`src/rtl/rigel_bram_pkg.sv`:
```
// Shared constants and helpers for the 16 Kbit dual-port block-RAM family.
package rigel_bram_pkg;

  localparam int BRAM_BITS_TOTAL = 16384;

  function automatic int bram_addr_w(input int bits);
    return 14 - $clog2(bits);
  endfunction

endpackage

```
`src/rtl/bram_fifo_outbuf.sv`:
```
// Two-entry output buffer that hides the RAM's registered read latency.
module bram_fifo_outbuf
  import rigel_bram_pkg::*;
#(
  parameter int BITS = 8
) (
  input  logic            CLK,
  input  logic            reset,
  input  logic            capture,
  input  logic [BITS-1:0] cap_data,
  input  logic            out_ready,
  output logic            out_valid,
  output logic [BITS-1:0] out_data,
  output logic [1:0]      ob_n,
  output logic            pop
);

  logic [BITS-1:0] slot0_q, slot0_d;
  logic [BITS-1:0] slot1_q, slot1_d;
  logic [1:0]      ob_n_q, ob_n_d;

  assign out_valid = (ob_n_q != 2'd0);
  assign pop       = out_valid & out_ready;
  assign out_data  = slot0_q;
  assign ob_n      = ob_n_q;

  // Apply the pop first so a capture lands in the first slot free after the shift.
  always_comb begin
    slot0_d = slot0_q;
    slot1_d = slot1_q;
    ob_n_d  = ob_n_q;
    if (pop) begin
      slot0_d = slot1_q;
      ob_n_d  = ob_n_d - 2'd1;
    end
    if (capture) begin
      if (ob_n_d == 2'd0) begin
        slot0_d = cap_data;
      end else begin
        slot1_d = cap_data;
      end
      ob_n_d = ob_n_d + 2'd1;
    end
  end

  always_ff @(posedge CLK or posedge reset) begin
    if (reset) begin
      slot0_q <= '0;
      slot1_q <= '0;
      ob_n_q  <= 2'd0;
    end else begin
      slot0_q <= slot0_d;
      slot1_q <= slot1_d;
      ob_n_q  <= ob_n_d;
    end
  end

endmodule

```
`src/rtl/bram_fifo_ctrl.sv`:
```
// Ready/valid FIFO controller driving a dual-port BRAM: port A writes, port B reads.
module bram_fifo_ctrl
  import rigel_bram_pkg::*;
#(
  parameter int BITS   = 8,
  parameter int ADDR_W = bram_addr_w(BITS),
  parameter int DEPTH  = BRAM_BITS_TOTAL / BITS
) (
  input  logic              CLK,
  input  logic              reset,
  input  logic              in_valid,
  output logic              in_ready,
  input  logic [BITS-1:0]   in_data,
  output logic              out_valid,
  input  logic              out_ready,
  output logic [BITS-1:0]   out_data,
  output logic [ADDR_W+1:0] count,
  output logic              ram_ena,
  output logic              ram_wea,
  output logic [ADDR_W-1:0] ram_addra,
  output logic [BITS-1:0]   ram_dia,
  output logic              ram_enb,
  output logic [ADDR_W-1:0] ram_addrb,
  input  logic [BITS-1:0]   ram_dob
);

  localparam logic [ADDR_W:0]   DEPTH_C = (ADDR_W + 1)'(DEPTH);
  localparam logic [ADDR_W:0]   CNT_ONE = (ADDR_W + 1)'(1);
  localparam logic [ADDR_W-1:0] PTR_ONE = ADDR_W'(1);

  logic [ADDR_W-1:0] wr_ptr_q, wr_ptr_d;
  logic [ADDR_W-1:0] rd_ptr_q, rd_ptr_d;
  logic [ADDR_W:0]   ram_count_q, ram_count_d;
  logic              inflight_q;
  logic              in_ready_q;
  logic              push, issue, pop;
  logic [1:0]        ob_n;
  logic [1:0]        occ_after;

  assign in_ready = in_ready_q;
  assign push     = in_valid & in_ready_q;

  // A pop this cycle frees a slot, so a read may be issued into it without a bubble.
  assign occ_after = ob_n + {1'b0, inflight_q} - {1'b0, pop};
  assign issue     = (ram_count_q != '0) && (occ_after < 2'd2);

  assign ram_ena   = push;
  assign ram_wea   = push;
  assign ram_addra = wr_ptr_q;
  assign ram_dia   = in_data;
  assign ram_enb   = issue;
  assign ram_addrb = rd_ptr_q;

  assign count = {1'b0, ram_count_q} + {{(ADDR_W + 1){1'b0}}, inflight_q}
               + {{ADDR_W{1'b0}}, ob_n};

  always_comb begin
    wr_ptr_d    = push  ? wr_ptr_q + PTR_ONE : wr_ptr_q;
    rd_ptr_d    = issue ? rd_ptr_q + PTR_ONE : rd_ptr_q;
    ram_count_d = ram_count_q;
    case ({push, issue})
      2'b10:   ram_count_d = ram_count_q + CNT_ONE;
      2'b01:   ram_count_d = ram_count_q - CNT_ONE;
      default: ram_count_d = ram_count_q;
    endcase
  end

  always_ff @(posedge CLK or posedge reset) begin
    if (reset) begin
      wr_ptr_q    <= '0;
      rd_ptr_q    <= '0;
      ram_count_q <= '0;
      inflight_q  <= 1'b0;
      in_ready_q  <= 1'b0;
    end else begin
      wr_ptr_q    <= wr_ptr_d;
      rd_ptr_q    <= rd_ptr_d;
      ram_count_q <= ram_count_d;
      inflight_q  <= issue;
      in_ready_q  <= (ram_count_d < DEPTH_C);
    end
  end

  bram_fifo_outbuf #(
    .BITS (BITS)
  ) u_outbuf (
    .CLK       (CLK),
    .reset     (reset),
    .capture   (inflight_q),
    .cap_data  (ram_dob),
    .out_ready (out_ready),
    .out_valid (out_valid),
    .out_data  (out_data),
    .ob_n      (ob_n),
    .pop       (pop)
  );

endmodule

```
`config.mk`:
```
export PLATFORM = sky130hd
export DESIGN_NAME = bram_fifo_ctrl
export DESIGN_NICKNAME = d
export VERILOG_FILES = /design/src/rtl/rigel_bram_pkg.sv /design/src/rtl/bram_fifo_outbuf.sv /design/src/rtl/bram_fifo_ctrl.sv
export SDC_FILE = /design/constraint.sdc
export NUM_CORES = 1
export LEC_CHECK = 0
export ABC_AREA = 1
export BUFFER_PORTS_ARGS = -buffer_cell sky130_fd_sc_hd__buf_2
export CAP_MARGIN = 20
export CORE_MARGIN = 2
export CORE_UTILIZATION = 30
export CTS_CLUSTER_DIAMETER = 100
export CTS_CLUSTER_SIZE = 40
export DETAILED_ROUTE_END_ITERATION = 12
export PLACE_DENSITY = 0.48
export SLEW_MARGIN = 20
export SYNTH_ARGS = -nofsm -noshare
export SYNTH_HDL_FRONTEND = slang
export SYNTH_SLANG_ARGS = --single-unit
```
`constraint.sdc`:
```
create_clock -name CLK -period 4.3 [get_ports CLK]
set_input_delay 0 -clock CLK [delete_from_list [all_inputs] [get_ports CLK]]
set_output_delay 0 -clock CLK [all_outputs]
set_load 0.03 [all_outputs]
```
* Yosys cells after proc, flatten, opt, wreduce, memory -nomap -nowiden *
Cells that the tools add are included.

word-level totals
  register bits after elaboration = 54
  output and inout bits = 56
  logic and storage cells = 36

cells by class
  add/sub/neg operators = 10
  $lt $le $gt $ge = 2
  eq/ne operators = 2
  multiplexer cells = 6
  bitwise logic cells = 3
  reductions and logical operators = 5

operators by type and width
  cell                     count
  $mux W8                  3
  $pmux W12 S2             1
  $add A11 B1 Y11 const B  2
  $add A12 B1 Y13          1
  $add A13 B2 Y13          1
  $add A12 B1 Y12 const B  1
  $lt A12 B12 Y1 const B   1
  $reduce_bool A12 Y1      1
  $sub A12 B1 Y12 const B  1
  $mux W2                  2
  $add A2 B1 Y2            1
  $add A2 B1 Y2 const B    1
  $and A1 B1 Y1            2
  $eq A2 B1 Y1 const B     1
  $eq A2 B2 Y1 const B     1
  $logic_not A2 Y1         1
  $lt A2 B2 Y1 const B     1
  $reduce_and A2 Y1        1
  $reduce_bool A2 Y1       1
  $sub A2 B1 Y2            1
  $sub A2 B1 Y2 const B    1
  $logic_and A1 B1 Y1      1
  $not A1 Y1               1

* Depth between registers and ports, before layout *
  depth in word-level cells = 8
  depth in mapped cells = 23
  mapped depth without buffers = 21

* Modules after synthesis *
Synthesis repeated with hierarchy kept, for this count alone.

second synthesis, totals
  cell total of the unflattened synthesis = 495
  area total of the unflattened synthesis = 3656.0 µm²

by module, submodules not included
  module            instances  cells an instance  area each (µm²)
  bram_fifo_ctrl    1          366                2682.6
  bram_fifo_outbuf  1          129                973.4

* Worst setup path after synthesis *
No wires, ideal clock.

  kind = reg-to-reg
  from = reg u_outbuf.ob_n_q[1], in the netlist u_outbuf.ob_n[1]
  to = reg (tool-made name)
  setup time = 0.066 ns
  data arrival time = 3.634 ns
  required time = 4.234 ns
  setup slack = 0.601 ns
  cell stages (with the launch flop) = 22
  period minus slack after synthesis = 3.699 ns
  cells stage by stage = dfrtp_1 inv_1 ha_1 inv_1 nand2_2 inv_1 buf_2 ha_1 inv_1 ha_1 xor2_1 nor2_2 buf_6 ha_1 ha_1 nand2_1 nand3_1 nand3_1 nand3_1 nand2_1 nand3_1 nand2_1

RTL lines
  element                 line                    RTL
  start, declared         bram_fifo_outbuf.sv:20  logic [1:0] ob_n_q, ob_n_d;
  start signal, assigned  bram_fifo_outbuf.sv:54  ob_n_q <= ob_n_d;

* Worst setup path after layout *
  from = reg u_outbuf.ob_n_q[1], in the netlist u_outbuf.ob_n[1]
  to = reg in_ready_q, in the netlist in_ready

on the way
  cells in the longest elaborated chain, start to end = 8
  elaborated cells on any way between the ends = 10
  those cells by class = add/sub: 2; order compare: 2; eq/ne: 2; mux: 1; bitwise: 1; reduce/logical: 2

ends and longest elaborated chain
  element                                                line                  RTL
  branches (longest 2 deep; another with $add A2 B1 Y2)  --
  $sub A2 B1 Y2 (*)                                      bram_fifo_ctrl.sv:44  assign occ_after = ob_n + {1'b0, inflight_q} - {1'b0, pop};
  $lt A2 B2 Y1 (*)                                       bram_fifo_ctrl.sv:45  assign issue = (ram_count_q != '0) && (occ_after < 2'd2);
  $logic_and A1 B1 Y1 (*)                                bram_fifo_ctrl.sv:45
  $eq A2 B1 Y1 or $eq A2 B2 Y1 (tied branches)           bram_fifo_ctrl.sv:61  case ({push, issue})
  $pmux W12 S2 (*)                                       bram_fifo_ctrl.sv:61
  $lt A12 B12 Y1 (*)                                     bram_fifo_ctrl.sv:80  in_ready_q <= (ram_count_d < DEPTH_C);
  end signal, assigned                                   bram_fifo_ctrl.sv:80
  end, declared                                          bram_fifo_ctrl.sv:35  logic in_ready_q;

Mark *: on every way between the ends.
A chain may end at the register's enable or synchronous reset.

==> metrics.md <==
| Metric | Value |
|---|---|
| Status | `finished, final reports clean` |
| Hold Crit Depth | `0` |
| Max-slew violations | `0` |
| Deepest clock path buffer count | `2` |
| Relative slew slack | `a little over half` |
| Placer Congestion | `about 0.8` |
| DR vias/cell | `approximately 4.5` |
| Vias in the first global route | `approximately 3000` |
| Starting DRT DRC Count | `roughly 150` |
| Net Count, Synth | `498` |
| CTS resizes | `0` |
| CTS tree | `done` |
| # DRC | `0` |
| Die Y | `approximately 110 um` |
| Most frequent cells in the layout | `nand2_1 (125), inv_1 (69), buf_2 (59)` |
| R2R cell count | `19` |
| Min Tclk post-route | `between 3 and 4 ns` |
| # fillers | `roughly 1200` |
| CP startpoint kind | `register` |
| Required time worst endpoint | `about 4.5 ns` |
| Inserted Clock Buffers | `5` |
| Hold WC Path Type | `input pin to output port` |
| # rows | `39` |
| Netlist cell types | `29` |
| RSZ-0062 raised after global routing | `no` |
| Placed cell area | `0.00388 mm^2` |
| Via count | `about 3000` |
| Routed len/inst | `around 12 um` |
| # setup viols final | `0` |
| Worst-Margin Slew | `between 0.7 and 0.8 ns` |
| Leading cell type in the layout, fill and taps excluded | `nand2_1` |
| Total global routing overflow | `0` |
| Yosys synthesis warning count | `0` |
| Initial antenna violation count | `0` |
| Antenna diode count | `0` |
| Die Footprint | `about 0.013 mm^2` |
| Mapped Cells | `approximately 460` |
| First-pass GRT wire length | `around 14 mm` |
| Share of the synthesized area in the top cell type | `between 30% and 40%` |
| Clock sink count | `54` |
| Clock Latency Late Sink | `between 0.2 and 0.3 ns` |
| Area of the core | `0.0114 mm^2` |
| CTS H-tree lvls | `2` |
| Starting density of the core | `a little under a third` |
| Syn avg cell area | `approximately 7.6 um^2` |
| Port buffer count | `59` |
| Pin count of the biggest net entering global routing | `55` |
| Final Cell Area | `0.00413 mm^2` |
| IO Count | `76` |
| CP endpoint kind | `register` |
| Layout cells sized above 1 | `between 15 and 20%` |
| Worst-path clk slew | `approximately 0.070 ns` |
| Syn Std Cell Area | `around 0.0035 mm^2` |
| #FFs+latches synth | `54` |
| Largest area contributor in the netlist | `dfrtp_1` |
| Dpl hpwl | `6.17 mm` |
| Hold_buf cts | `9` |
| Tot GR Track Use | `between 10% and 20%` |
| Period utilization | `about 86%` |
| Maxcap violations | `0` |
| Clock Skew | `between 0.007 and 0.008 ns` |
| Critical path arrival | `3.93 ns` |
| DRT Wirelength | `a little over 8 mm` |
| CTS root buf | `clkbuf_16` |
| Area growth syn-to-layout | `18.4%` |
| Fin util | `a little over a third` |
| Critical path peak fanout | `12` |
| Post-CTS setup buffer count | `0` |
| Antenna-violating nets left | `0` |
| Post-Route Setup TNS | `0 ns` |
| Fmax | `roughly 270 MHz` |
| Post-synthesis sequential area ratio | `between 30% and 40%` |
| Die span in x | `112 um` |
| Crit Path Class | `register to register` |
| Ranking of synthesized cells by area | `dfrtp_1 (39%), nand2_1 (13%), inv_1 (7.5%)` |
| Fin nets | `559` |
| Final hold violation count | `0` |
| First drt pass iteration count | `5` |
[cells by family (layout without fill, tap and decap cells)]
family                     Yosys count  after routing  share of synthesized area [%]
AOI/OAI and AO/OA                   52             52                           8.67
and+or+nand+nor                    210            210                           25.7
buffers and inverters               88            150                           10.7
adders and majority gates           21             21                           8.17
DFF                                 54             54                           38.7
xor gates and xnor gates            32             32                           8.03
[cells in the mapped netlist]
| library cell | number |
|---|---|
| nand3_2 | 1 |
| fa_1 | 3 |
| a21oi_1 | 6 |
| or2_1 | 2 |
| nand3_1 | 23 |
| nor2_1 | 34 |
| nor3_1 | 9 |
| o21ai_0 | 26 |
| nand2_1 | 125 |
| buf_1 | 1 |
| o21ai_2 | 7 |
| a31oi_1 | 2 |
| xnor2_1 | 8 |
| buf_4 | 9 |
| nor3_2 | 3 |
| nand4_2 | 1 |
| inv_1 | 70 |
| nand4_1 | 7 |
| nor2_2 | 2 |
| buf_6 | 1 |
| inv_2 | 2 |
| xor2_1 | 24 |
| ha_1 | 18 |
| buf_2 | 2 |
| dfrtp_1 | 54 |
| nand2_2 | 2 |
| clkbuf_1 | 3 |
| o22ai_1 | 11 |
| nor3b_1 | 1 |
[per-layer routing]
metal | wire, um | vias to the layer above | global-route usage (%)
met4 | 109 | 0 | 3.79
met1 | 3670 | 1380 | 17.8
met3 | 369 | 9 | 2.83
met2 | 3950 | 59 | 23.1
li1 | - | 1556 | -
met5 | 0 | - | 0
[worst max-delay path: stages, from the launching register on]
cell,delay [ns]
dfrtp_1,0.44
inv_1,0.08
ha_1,0.13
inv_1,0.05
nand2_2,0.14
inv_1,0.18
ha_1,0.34
inv_1,0.04
ha_1,0.20
xor2_1,0.18
nor2_2,0.14
ha_1,0.52
ha_1,0.40
nand2_1,0.12
inv_1,0.04
a21oi_1,0.25
nand3_1,0.14
nand2_1,0.08
nand3_1,0.06
nand2_1,0.09
[registers in the layout, indices dropped and copies added (netlist names), named ones only]
register and count:
in_ready 1, u_outbuf.slot1_q 8, u_outbuf.out_data 8, inflight_q 1, ram_count_q 11, ram_addra 11
ram_addrb 11, u_outbuf.ob_n 2
[final timing paths]
path,startpoint,end,slack [ns]
setup / recovery,u_outbuf.ob_n[1],in_ready,0.60
hold reg to reg,u_outbuf.slot1_q[0],u_outbuf.slot1_q[0],0.49
max in group asynchronous,reset,ram_count_q[10],3.39
hold / removal,in_data[7],ram_dia[7],0.00001
setup reg to reg,u_outbuf.ob_n[1],in_ready,0.60
min in group asynchronous,reset,ram_addra[3],0.44
[per-stage QoR]
stage          setup slack, ns  std cells  hold WS, ns
6_report                 0.599        662    0.0000112
4_1_cts                  0.560        662     0.000205
2_1_floorplan            0.601        457        0.132
5_1_grt                  0.195        662    0.0000874
3_5_place_dp             0.588        645     0.000205
3_3_place_gp             0.668        645     0.000205
[area by class of cell]
cell class | instances | area (um^2) | share of cell area, %
Tap cell | 143 | 179 | 4.33
Sequential cell | 54 | 1350 | 32.7
Clock inverter | 2 | 37.5 | 0.908
Multi-Input combinational cell | 315 | 1770 | 42.7
Inverter | 72 | 270 | 6.54
Timing Repair Buffer | 70 | 400 | 9.69
Clock buffer | 6 | 129 | 3.12
Power is not shown: default switching activity piles up to over one toggle a cycle in this logic, so the estimate is an artifact.
